### src/rtl/bias_add_array.sv
// bias_add_array: two-stage valid/ready per-lane signed bias add; `define BIAS_SAT_EN for clamping with sat_o, else two's-complement wrap.
module bias_add_array #(
  parameter int LANES = 8,
  parameter int DATA_W = 32,
  parameter int BIAS_W = 32,
  parameter int OUT_W = 32,
  localparam int AW = (LANES > 1) ? $clog2(LANES) : 1
) (
  input  logic                    clk_i,
  input  logic                    rst_i,
  input  logic                    bias_we_i,
  input  logic [AW-1:0]           bias_addr_i,
  input  logic [BIAS_W-1:0]       bias_data_i,
  input  logic                    bias_clr_i,
  input  logic                    valid_i,
  output logic                    ready_o,
  input  logic [LANES*DATA_W-1:0] data_i,
  output logic                    valid_o,
  input  logic                    ready_i,
  output logic [LANES*OUT_W-1:0]  data_o,
  output logic [LANES-1:0]        sat_o
);
  localparam int SW = ((DATA_W > BIAS_W) ? DATA_W : BIAS_W) + 1;
  logic signed [BIAS_W-1:0] r_bias [LANES];
  logic signed [SW-1:0] r_sum [LANES];
  logic signed [SW-1:0] w_sum [LANES];
  logic [LANES*OUT_W-1:0] w_res;
  logic [LANES-1:0] w_sat;
  logic [LANES*OUT_W-1:0] r_data;
  logic [LANES-1:0] r_sat;
  logic r_s1_valid, r_s2_valid;
  logic w_s1_load, w_s2_load;
  assign w_s2_load = !r_s2_valid || ready_i;
  assign w_s1_load = !r_s1_valid || w_s2_load;
  assign ready_o = w_s1_load;
  assign valid_o = r_s2_valid;
  assign data_o = r_data;
  assign sat_o = r_sat;
  for (genvar k = 0; k < LANES; k++) begin : g_lane
    assign w_sum[k] = {{(SW-DATA_W){data_i[k*DATA_W+DATA_W-1]}}, data_i[k*DATA_W +: DATA_W]}
                    + {{(SW-BIAS_W){r_bias[k][BIAS_W-1]}}, r_bias[k]};
`ifdef BIAS_SAT_EN
    localparam logic signed [SW-1:0] MAX_V = {{(SW-OUT_W+1){1'b0}}, {(OUT_W-1){1'b1}}};
    localparam logic signed [SW-1:0] MIN_V = {{(SW-OUT_W+1){1'b1}}, {(OUT_W-1){1'b0}}};
    logic w_hi, w_lo;
    assign w_hi = r_sum[k] > MAX_V;
    assign w_lo = r_sum[k] < MIN_V;
    assign w_res[k*OUT_W +: OUT_W] = w_hi ? MAX_V[OUT_W-1:0] : w_lo ? MIN_V[OUT_W-1:0] : r_sum[k][OUT_W-1:0];
    assign w_sat[k] = w_hi || w_lo;
`else
    logic w_unused_hi;
    assign w_unused_hi = ^r_sum[k];
    assign w_res[k*OUT_W +: OUT_W] = r_sum[k][OUT_W-1:0];
    assign w_sat[k] = 1'b0;
`endif
  end
  // a write lands after this edge's accept, so the accepted beat always sees the old bias
  always_ff @(posedge clk_i) begin
    if (rst_i || bias_clr_i)
      for (int k = 0; k < LANES; k++) r_bias[k] <= '0;
    else if (bias_we_i && 32'(bias_addr_i) < LANES)
      r_bias[bias_addr_i] <= bias_data_i;
  end
  always_ff @(posedge clk_i) begin
    if (w_s1_load && valid_i) r_sum <= w_sum;
  end
  always_ff @(posedge clk_i) begin
    if (rst_i) begin
      r_s1_valid <= 1'b0;
      r_s2_valid <= 1'b0;
      r_data <= '0;
      r_sat <= '0;
    end else begin
      if (w_s1_load) r_s1_valid <= valid_i;
      if (w_s2_load) r_s2_valid <= r_s1_valid;
      if (w_s2_load && r_s1_valid) begin
        r_data <= w_res;
        r_sat <= w_sat;
      end
    end
  end
endmodule

### config.mk
export PLATFORM = sky130hd
export DESIGN_NAME = bias_add_array
export DESIGN_NICKNAME = d
export VERILOG_FILES = /design/src/rtl/bias_add_array.sv
export SDC_FILE = /design/constraint.sdc
export NUM_CORES = 1
export LEC_CHECK = 0
export CAP_MARGIN = 20
export CORE_MARGIN = 1.5
export CORE_UTILIZATION = 30
export CTS_BUF_LIST = sky130_fd_sc_hd__clkbuf_8
export CTS_CLUSTER_SIZE = 30
export DETAILED_ROUTE_END_ITERATION = 12
export SLEW_MARGIN = 20
export SYNTH_ARGS = -nofsm -noshare
export SYNTH_HDL_FRONTEND = slang
export SYNTH_SLANG_ARGS = --single-unit
### constraint.sdc
create_clock -name clk_i -period 8.95 [get_ports clk_i]
set_input_delay 1.3425 -clock clk_i [delete_from_list [all_inputs] [get_ports clk_i]]
set_output_delay 1.3425 -clock clk_i [all_outputs]
set_load 0.005 [all_outputs]
==> results_dict.tcl <==
set metrics [dict create \
    grt_pass1_wl_mm 192 \
    rsz0062_at_grt "no" \
    cts_root_buffer "clkbuf_8" \
    cts_sinks 770 \
    drtIter0Drc 2678 \
    antenna_found_initial 60 \
    global_route.overflow_total 0 \
    netlist_instances 3671 \
    worstSkewPairLatency_ps 880 \
    grt_pass1_vias 29100 \
    wl_mm 135 \
    std_cell_rows 131 \
    dieArea_sq_um 130000 \
    report.final.slew_viol_count 0 \
    fmax_mhz 236 \
    r2r_end "r_sum[94]" \
    required_ps 9540 \
    combPwrFrac_pct 17.0 \
    dr.pass1.iters 7 \
    cts_setup_buffers 0 \
    outcome "finished clean" \
    internal_power_w 0.00674 \
    async_flop_share_pct 0 \
    die_y_um 361 \
    io_buffer_count 554 \
    holdBufCountCts 0 \
    die_w_um 361 \
    gp_congestion 0.877 \
    ys_ff_latch 770 \
    r2r_start "r_bias[5][0]" \
    hold_depth 2 \
    seq_area_frac_synth_pct 53.5 \
    worst_pin_slew_ps 1060 \
    hpwl_mm 93.9 \
    worstSetupPathType "primary input to register" \
    core_area_sq_um 127000 \
    crit_fanout 4 \
    cts_tree "done" \
    reg2regPathDepth 10 \
    p_per_area_nw_per_um2 190 \
    worst_setup_path_end_kind "register" \
    irDropWorstVdd_mv 0.143 \
    cts-buffers-inserted 144 \
    crit_arrival_ps 4830 \
    grt_util_all_layers_pct 20.3 \
    fill_cells 12700 \
    final_nets 4835 \
    synthDistinctLibCells 84 \
    yosys.area.top_type "edfxtp_1" \
    layoutNonFillerInstCount 6103 \
    cts_buffer_depth 3 \
    syn_avg_cell_area_sq_um 10.5 \
    fin_crit_ps 4240 \
    leakage_nw 19.6 \
    maxCapViolations 0 \
    drtAntennaViolNets 0 \
    via_per_inst 4.97 \
    synth_most_common_cell "nand2_1" \
    netlist.area_leader.share_pct 40.0 \
    power_switching_w 0.00259 \
    timing.final.crit_share_pct 47.4 \
    vias 30300 \
    whs_ps 452 \
    yosys-top-cells-count "nand2_1 (625), edfxtp_1 (512), a21oi_1 (455), and2_1 (269), dfxtp_1 (258)" \
    hp-class "register to register" \
    fin_skew_ps 40.8 \
    yosys-top-cells-area "edfxtp_1 (40%), dfxtp_1 (13%), ha_1 (8.1%), nand2_1 (6.1%), a21oi_1 (5.9%)" \
    drc 0 \
    synth.yosys.warnings 0 \
    power_frac_clock_pct 37.3 \
    setup.worst_path.start_class "primary input" \
    syn_area_sq_um 38400 \
    setup-tns-final_ps 0 \
    utilization_pct 38.5 \
    worstHoldStart "data_o[2]" \
    swShare_pct 27.8 \
    synth_edf_count 512 \
    final-setup-viol-count 0 \
    relSlewSlack_pct 29.6 \
    ys.flop_type "edfxtp_1" \
    place_inst 5795 \
    wire_per_inst_um 22.1 \
    syn2layout_area_growth_pct 27.8 \
    layout-drive-gt1-share_pct 7.02 \
    clkSlewWorstSetupHoldPaths_ps 60 \
    hold_path_end "data_o[2]" \
    grt_max_degree 184 \
    hold_viol_final 0 \
    p_seq_share_pct 45.7 \
    start_util_pct 30.2 \
    cts_htree_levels 4 \
    ioPinCount 563 \
    rrSetupSlack_ps 5230 \
    cts-resized-gates 0 \
]
==> cells by family after synthesis <==
logic type | after synthesis | share of synthesized area, %
AOI/OAI and AO/OA | 931 | 15.0
muxes | 5 | 0.130
DFF | 770 | 53.5
adders and majority gates | 256 | 8.50
and+or+nand+nor | 1284 | 15.7
buffers and inverters | 199 | 2.02
xor gates and xnor gates | 225 | 5.13
other | 1 | 0.00977
==> power by group through the flow <==
stage | combinational (W) | clock (W) | sequential, W
floorplan | 0.000911 | 0 | 0.00432
global route | 0.00174 | 0.00375 | 0.00429
detailed placement | 0.00158 | 0 | 0.00434
global placement | 0.00157 | 0 | 0.00434
finish | 0.00159 | 0.00347 | 0.00427
CTS | 0.00159 | 0.00359 | 0.00427
==> cell usage in the layout, fill, tap and decap left out, types with 49 or more instances in the layout <==
cell / count
nor2_1: 155
dfxtp_1: 258
clkbuf_8: 178
a21oi_1: 455
buf_4: 49
o21ai_0: 98
inv_1: 109
clkdlybuf4s50_1: 548
and2_1: 268
edfxtp_1: 512
nand2_1: 625
a21o_1: 129
xor2_1: 76
ha_1: 248
xnor2_1: 149
==> per-stage QoR <==
step / setup WS, ps / instance area [sq um] / power, W
after floorplan: 986 / 38400 / 0.00523
after global placement: 3890 / 45900 / 0.00590
after detailed placement: 3890 / 46000 / 0.00592
after CTS: 4790 / 48900 / 0.00945
after global routing: 4550 / 49000 / 0.00978
final: 4710 / 49100 / 0.00932
==> critical path, cell delays in order <==
cell	delay, ps
clkdlybuf4s50_1	460
ha_1	250
fa_1	430
a211oi_1	330
o21ai_0	180
a21oi_1	240
a21oi_1	190
a311oi_1	460
nor2_1	150
or4b_1	490
a31oi_1	210
xnor2_1	80
==> how the worst max path moves through the flow <==
stage	depth (start not counted)	slack [ps]	endpoint	start
after global placement	11	3890	r_sum[94]	data_i[160]
after detailed placement	11	3890	r_sum[94]	data_i[160]
after CTS	4	4790	ready_o	ready_i
after floorplan	3	990	r_sum[0]	ready_i
final	12	4710	r_sum[226]	data_i[32]
after global routing	12	4550	r_sum[226]	data_i[32]
==> area by class of cell <==
type | count | area [sq um] | area share, %
Antenna cell | 37 | 92.6 | 0.189
Timing Repair Buffer | 609 | 6040 | 12.3
Tap cell | 1662 | 2080 | 4.24
Inverter | 48 | 180 | 0.367
Multi-Input combinational cell | 2709 | 17200 | 35.1
Clock buffer | 178 | 2450 | 4.99
Clock inverter | 90 | 482 | 0.982
Sequential cell | 770 | 20500 | 41.9
==> flip-flops by register name, summed over array words and instances, names as in the netlist <==
| name | flops |
|---|---|
| data_o | 256 |
| r_bias | 256 |
| r_s1_valid | 1 |
| r_sum | 256 |
| valid_o | 1 |
==> per-layer routing <==
metal  vias to the layer above  global-route usage, %  wire, um
li1                      14500                      -         -
met1                     14400                   26.6     56500
met2                      1184                   30.6     60100
met3                       236                   6.03     13300
met4                        28                   9.42      4680
met5                         -                      0       191
Power figures use the tool's default switching activity.
